### src/rtl/fetch_pkg.sv
// Shared types and constants for the instruction-fetch stage.
package fetch_pkg;

    localparam logic [31:0] RESET_PC_DEFAULT = 32'h0040_0000;
    localparam logic [31:0] NOP_INSTR        = 32'h0000_0000;

    typedef struct packed {
        logic [31:0] pc;
        logic [31:0] instr;
    } fetch_entry_t;

    function automatic logic [31:0] pc_plus4(input logic [31:0] pc);
        return pc + 32'd4;
    endfunction

endpackage

### src/rtl/fetch_queue.sv
// Small FIFO of fetched {pc, instr} entries with synchronous flush.
// When empty, the head output keeps showing the last entry it presented.
module fetch_queue
    import fetch_pkg::*;
#(
    parameter int unsigned QUEUE_DEPTH = 2
) (
    input  logic         clk_i,
    input  logic         reset_i,
    input  logic         flush_i,
    input  logic         push_i,
    input  fetch_entry_t push_entry_i,
    input  logic         pop_i,
    output logic         valid_o,
    output logic         full_o,
    output fetch_entry_t head_o
);

    localparam int unsigned PtrW = (QUEUE_DEPTH > 1) ? $clog2(QUEUE_DEPTH) : 1;
    localparam int unsigned CntW = $clog2(QUEUE_DEPTH + 1);

    fetch_entry_t    mem_q [QUEUE_DEPTH];
    fetch_entry_t    mem_d [QUEUE_DEPTH];
    logic [PtrW-1:0] rd_ptr_q, rd_ptr_d;
    logic [PtrW-1:0] wr_ptr_q, wr_ptr_d;
    logic [CntW-1:0] count_q, count_d;
    fetch_entry_t    last_q, last_d;
    logic            do_push, do_pop;

    assign valid_o = (count_q != '0);
    assign full_o  = (count_q == CntW'(QUEUE_DEPTH));
    assign head_o  = valid_o ? mem_q[rd_ptr_q] : last_q;

    always_comb begin
        do_pop   = pop_i && valid_o;
        do_push  = push_i && (!full_o || do_pop);
        mem_d    = mem_q;
        rd_ptr_d = rd_ptr_q;
        wr_ptr_d = wr_ptr_q;
        count_d  = count_q;
        last_d   = head_o;
        if (flush_i) begin
            rd_ptr_d = '0;
            wr_ptr_d = '0;
            count_d  = '0;
        end else begin
            if (do_push) begin
                mem_d[wr_ptr_q] = push_entry_i;
                wr_ptr_d        = wr_ptr_q + PtrW'(1);
            end
            if (do_pop) begin
                rd_ptr_d = rd_ptr_q + PtrW'(1);
            end
            count_d = count_q + CntW'(do_push) - CntW'(do_pop);
        end
    end

    always_ff @(posedge clk_i) begin
        mem_q <= mem_d;
        if (reset_i) begin
            rd_ptr_q <= '0;
            wr_ptr_q <= '0;
            count_q  <= '0;
            last_q   <= '{pc: 32'h0, instr: NOP_INSTR};
        end else begin
            rd_ptr_q <= rd_ptr_d;
            wr_ptr_q <= wr_ptr_d;
            count_q  <= count_d;
            last_q   <= last_d;
        end
    end

endmodule

### src/rtl/fetch_unit.sv
// PC register, fetch/redirect control and fetch queue feeding decode.
// Define FETCH_STATS_EN to build the fetch/stall/redirect counters.
module fetch_unit
    import fetch_pkg::*;
#(
    parameter logic [31:0] RESET_PC    = RESET_PC_DEFAULT,
    parameter int unsigned QUEUE_DEPTH = 2
) (
    input  logic        clk,
    input  logic        reset,
    output logic [31:0] curr_pc,
    input  logic [31:0] instr,
    input  logic        redirect_en,
    input  logic [31:0] redirect_pc,
    output logic        if_valid,
    input  logic        if_ready,
    output logic [31:0] if_instr,
    output logic [31:0] if_pc,
    output logic [31:0] if_pc_plus4,
    output logic [31:0] fetch_count
);

    logic [31:0]  pc_q, pc_d;
    logic         fetch, pop, q_full;
    fetch_entry_t push_entry, head;
    logic         unused_redirect_lsbs;

    assign unused_redirect_lsbs = ^redirect_pc[1:0];

    assign curr_pc    = pc_q;
    assign pop        = if_valid && if_ready;
    // A full queue can still accept a push when the head leaves this cycle.
    assign fetch      = !redirect_en && (!q_full || pop);
    assign push_entry = '{pc: pc_q, instr: instr};

    always_comb begin
        pc_d = pc_q;
        if (redirect_en) begin
            pc_d = {redirect_pc[31:2], 2'b00};
        end else if (fetch) begin
            pc_d = pc_plus4(pc_q);
        end
    end

    always_ff @(posedge clk) begin
        if (reset) begin
            pc_q <= RESET_PC;
        end else begin
            pc_q <= pc_d;
        end
    end

    fetch_queue #(
        .QUEUE_DEPTH(QUEUE_DEPTH)
    ) u_queue (
        .clk_i       (clk),
        .reset_i     (reset),
        .flush_i     (redirect_en),
        .push_i      (fetch),
        .push_entry_i(push_entry),
        .pop_i       (pop),
        .valid_o     (if_valid),
        .full_o      (q_full),
        .head_o      (head)
    );

    assign if_instr    = head.instr;
    assign if_pc       = head.pc;
    assign if_pc_plus4 = pc_plus4(head.pc);

`ifdef FETCH_STATS_EN
    logic [31:0] fetch_count_q, fetch_count_d;
    logic [31:0] stall_cycles_q, stall_cycles_d;
    logic [31:0] redirect_count_q, redirect_count_d;

    always_comb begin
        fetch_count_d    = fetch_count_q + (fetch ? 32'd1 : 32'd0);
        stall_cycles_d   = stall_cycles_q
                         + ((!redirect_en && q_full && !pop) ? 32'd1 : 32'd0);
        redirect_count_d = redirect_count_q + (redirect_en ? 32'd1 : 32'd0);
    end

    always_ff @(posedge clk) begin
        if (reset) begin
            fetch_count_q    <= 32'h0;
            stall_cycles_q   <= 32'h0;
            redirect_count_q <= 32'h0;
        end else begin
            fetch_count_q    <= fetch_count_d;
            stall_cycles_q   <= stall_cycles_d;
            redirect_count_q <= redirect_count_d;
        end
    end

    assign fetch_count = fetch_count_q;
`else
    assign fetch_count = 32'h0;
`endif

endmodule

### config.mk
export PLATFORM = sky130hd
export DESIGN_NAME = fetch_unit
export DESIGN_NICKNAME = d
export VERILOG_FILES = /design/src/rtl/fetch_pkg.sv /design/src/rtl/fetch_queue.sv /design/src/rtl/fetch_unit.sv
export SDC_FILE = /design/constraint.sdc
export NUM_CORES = 1
export LEC_CHECK = 0
export CORE_ASPECT_RATIO = 0.8
export CORE_MARGIN = 2
export CORE_UTILIZATION = 34
export DETAILED_ROUTE_END_ITERATION = 16
export GPL_TIMING_DRIVEN = 0
export PLACE_DENSITY_LB_ADDON = 0.2
export SETUP_SLACK_MARGIN = 0.5
export SLEW_MARGIN = 20
export SYNTH_ARGS = -nofsm -noshare
export SYNTH_HDL_FRONTEND = slang
export SYNTH_SLANG_ARGS = --single-unit
### constraint.sdc
create_clock -name clk -period 7.43 [get_ports clk]
set_input_delay 2.229 -clock clk [delete_from_list [all_inputs] [get_ports clk]]
set_output_delay 2.229 -clock clk [all_outputs]
set_load 0.005 [all_outputs]
==> impl_metrics.json <==
{
  "area_growth_pct": 35.7,
  "crit_path_end_kind": "primary output",
  "drive_gt1_frac": 0.113,
  "cts_root_buf": "clkbuf_16",
  "core_mm2": 0.0275,
  "p_leak_uw": 0.00484,
  "synth-async-reset-ratio": 0,
  "drtIter0Drc": 352,
  "clkLatencyLatePin_ps": 500,
  "h-tree-depth": 1,
  "synth.top_cell.area_share": 0.389,
  "synth_most_common_cell": "edfxtp_1",
  "fin_skew_ps": 9.03,
  "path_class": "flip-flop to primary output",
  "status": "finished, final reports clean",
  "synth_cells": 807,
  "ctsHoldBuffers": 0,
  "multiInputGateArea_mm2": 0.00344,
  "grt_pass1_wl_um": 37400,
  "worst_hold_path_type": "flip-flop to flip-flop",
  "port_buffers": 190,
  "timing.fmax_mhz": 168,
  "power_uw": 3330,
  "die_h_um": 154,
  "cts_resized": 0,
  "synth_common_cells": "edfxtp_1, dfxtp_1, mux2i_1",
  "rsz0062_at_grt": "no",
  "cts_setup_buffers": 0,
  "vias": 6565,
  "initial_utilization": 0.348,
  "synth_edf_count": 124,
  "final_area_mm2": 0.0130,
  "setup_violations": 0,
  "synth_seq_area_share": 0.594,
  "arrival_ps": 3730,
  "syn_area_mm2": 0.00957,
  "synthFlopType": "edfxtp_1",
  "routed_wl_um": 24600,
  "avgSynthCellArea_um2": 11.9,
  "grt_overflow_total": 0,
  "grt_pass1_vias": 6407,
  "power_density_mw_per_mm2": 256,
  "nets": 1137,
  "route.detailed.drc": 0,
  "yosysTopAreaCell": "edfxtp_1",
  "clk_pin_slew_ps": 60,
  "placed_area_mm2": 0.0122,
  "grt_usage": 0.165,
  "ys.warnings.count": 0,
  "antenna_found_initial": 4,
  "ys_types": 44,
  "ys_ff_latch": 222,
  "vdd_ir_drop_max_v": 0.000180,
  "worst-slew-pin-transition_ps": 1030,
  "cts_tree": "built",
  "slew_violations": 0,
  "cts_sinks": 222,
  "cp.required_ps": 5200,
  "hold_viol": 0,
  "place.gp.congestion": 0.755,
  "wire_per_inst_um": 17.0,
  "die_area_mm2": 0.0295,
  "register_area_mm2": 0.00569,
  "num_rows": 54,
  "cts_max_path_buffers": 3,
  "startpoint_type": "flip-flop",
  "place_hpwl_um": 18200,
  "drv_cap": 0,
  "cts_buffers": 23,
  "fillCellCount": 2564,
  "grt_max_degree": 16,
  "dr.pass1.iters": 6,
  "relSlewSlack": 0.310,
  "synthTopCellsByArea": "edfxtp_1, dfxtp_1, mux2i_1",
  "fin_util": 0.472,
  "viasPerCell": 4.53,
  "fin_crit_ps": 5960,
  "antenna_left": 0,
  "period_share": 0.802,
  "ios": 229,
  "die_width_um": 192,
  "cp_max_fo": 10
}
## critical path, stage by stage (launching register included)
cell and delay (ps):
dfxtp_1 290, buf_4 180, nor2_8 140, inv_6 90
buf_6 170, a21oi_1 450, and4b_2 450, nand4_4 220
nor4_2 530, xnor2_1 170, clkdlybuf4s50_1 540
## cells by family (layout without fill, tap and decap cells)
| group | count (synthesis) | in the layout | synth area share |
|---|---|---|---|
| and+or+nand+nor | 257 | 257 | 0.144 |
| DFF | 222 | 222 | 0.594 |
| buffers and inverters | 106 | 348 | 0.0613 |
| muxes | 101 | 101 | 0.108 |
| xor gates and xnor gates | 62 | 62 | 0.0567 |
| AOI/OAI and AO/OA | 55 | 55 | 0.0307 |
| adders and majority gates | 3 | 3 | 0.00392 |
| other | 1 | 37 | 0.000392 |
## state kept, by name, indices dropped and copies added, names as in the netlist
name              cells
u_queue.wr_ptr_q      1
u_queue.mem_q       124
u_queue.count_q       2
u_queue.rd_ptr_q      1
u_queue.last_q       64
curr_pc              30
## metal layers
layer,vias up,global-route usage,wire (um)
met5,-,0,11
met2,187,0.252,10700
met3,28,0.0372,1780
met4,2,0.0337,404
li1,3272,-,-
met1,3076,0.238,11700
## per-stage QoR
stage | setup slack (ps) | setup TNS (ps) | std cells | hold WS (ps)
after floorplan | 1830 | 0 | 840 | 471
after global placement | -630 | -76930 | 1394 | 479
after detailed placement | 1990 | 0 | 1405 | 494
after CTS | 1430 | 0 | 1446 | 501
after global routing | 1230 | 0 | 1448 | 509
final | 1470 | 0 | 1449 | 501
## path summary, 6_finish.rpt
| check | start | cells after the start | to | slack (ps) |
|---|---|---|---|---|
| hold / removal | curr_pc[30] | 0 | u_queue.mem_q[126] | 500 |
| setup reg to reg | curr_pc[7] | 6 | curr_pc[31] | 4820 |
| hold reg to reg | curr_pc[30] | 0 | u_queue.mem_q[126] | 500 |
| setup / recovery | u_queue.count_q[0] | 10 | if_pc_plus4[31] | 1470 |
## report_power, final
part	switching (uW)	total [uW]	internal [uW]	leakage, uW
Clock	459	1160	703	0.000376
Sequential	38.5	1440	1400	0.00198
Combinational	338	729	391	0.00248
Total	836	3330	2490	0.00484
## area by class of cell
| cell class | instances | share of cell area |
|---|---|---|
| inverters | 31 | 0.00934 |
| well taps | 364 | 0.0351 |
| clock buffers | 32 | 0.0492 |
| plain buffers | 75 | 0.0358 |
| flip-flops and latches | 222 | 0.438 |
| repair buffers | 201 | 0.158 |
| clock inverters | 9 | 0.00915 |
| multi-input cells | 512 | 0.265 |
| diodes | 3 | 0.000578 |
## cell usage in the layout, fill, tap and decap left out, types with 5 or more instances in the layout
cell type and count:
o21ai_0 37, nand2_1 55, nor4_1 12, nor3_1 25
inv_1 30, nand3_1 14, mux2_2 15, buf_8 7
nor2b_1 45, clkbuf_16 23, edfxtp_1 124, mux2_1 5
clkdlybuf4s50_1 190, buf_4 40, nor2_1 59, a21oi_1 10
clkbuf_1 31, xor2_1 19, nand4_1 14, mux2i_1 81
xnor2_1 43, dfxtp_1 98, clkinv_2 5, and3_1 5
buf_6 8, conb_1 34
No activity file was read; power rests on OpenSTA's default activity.
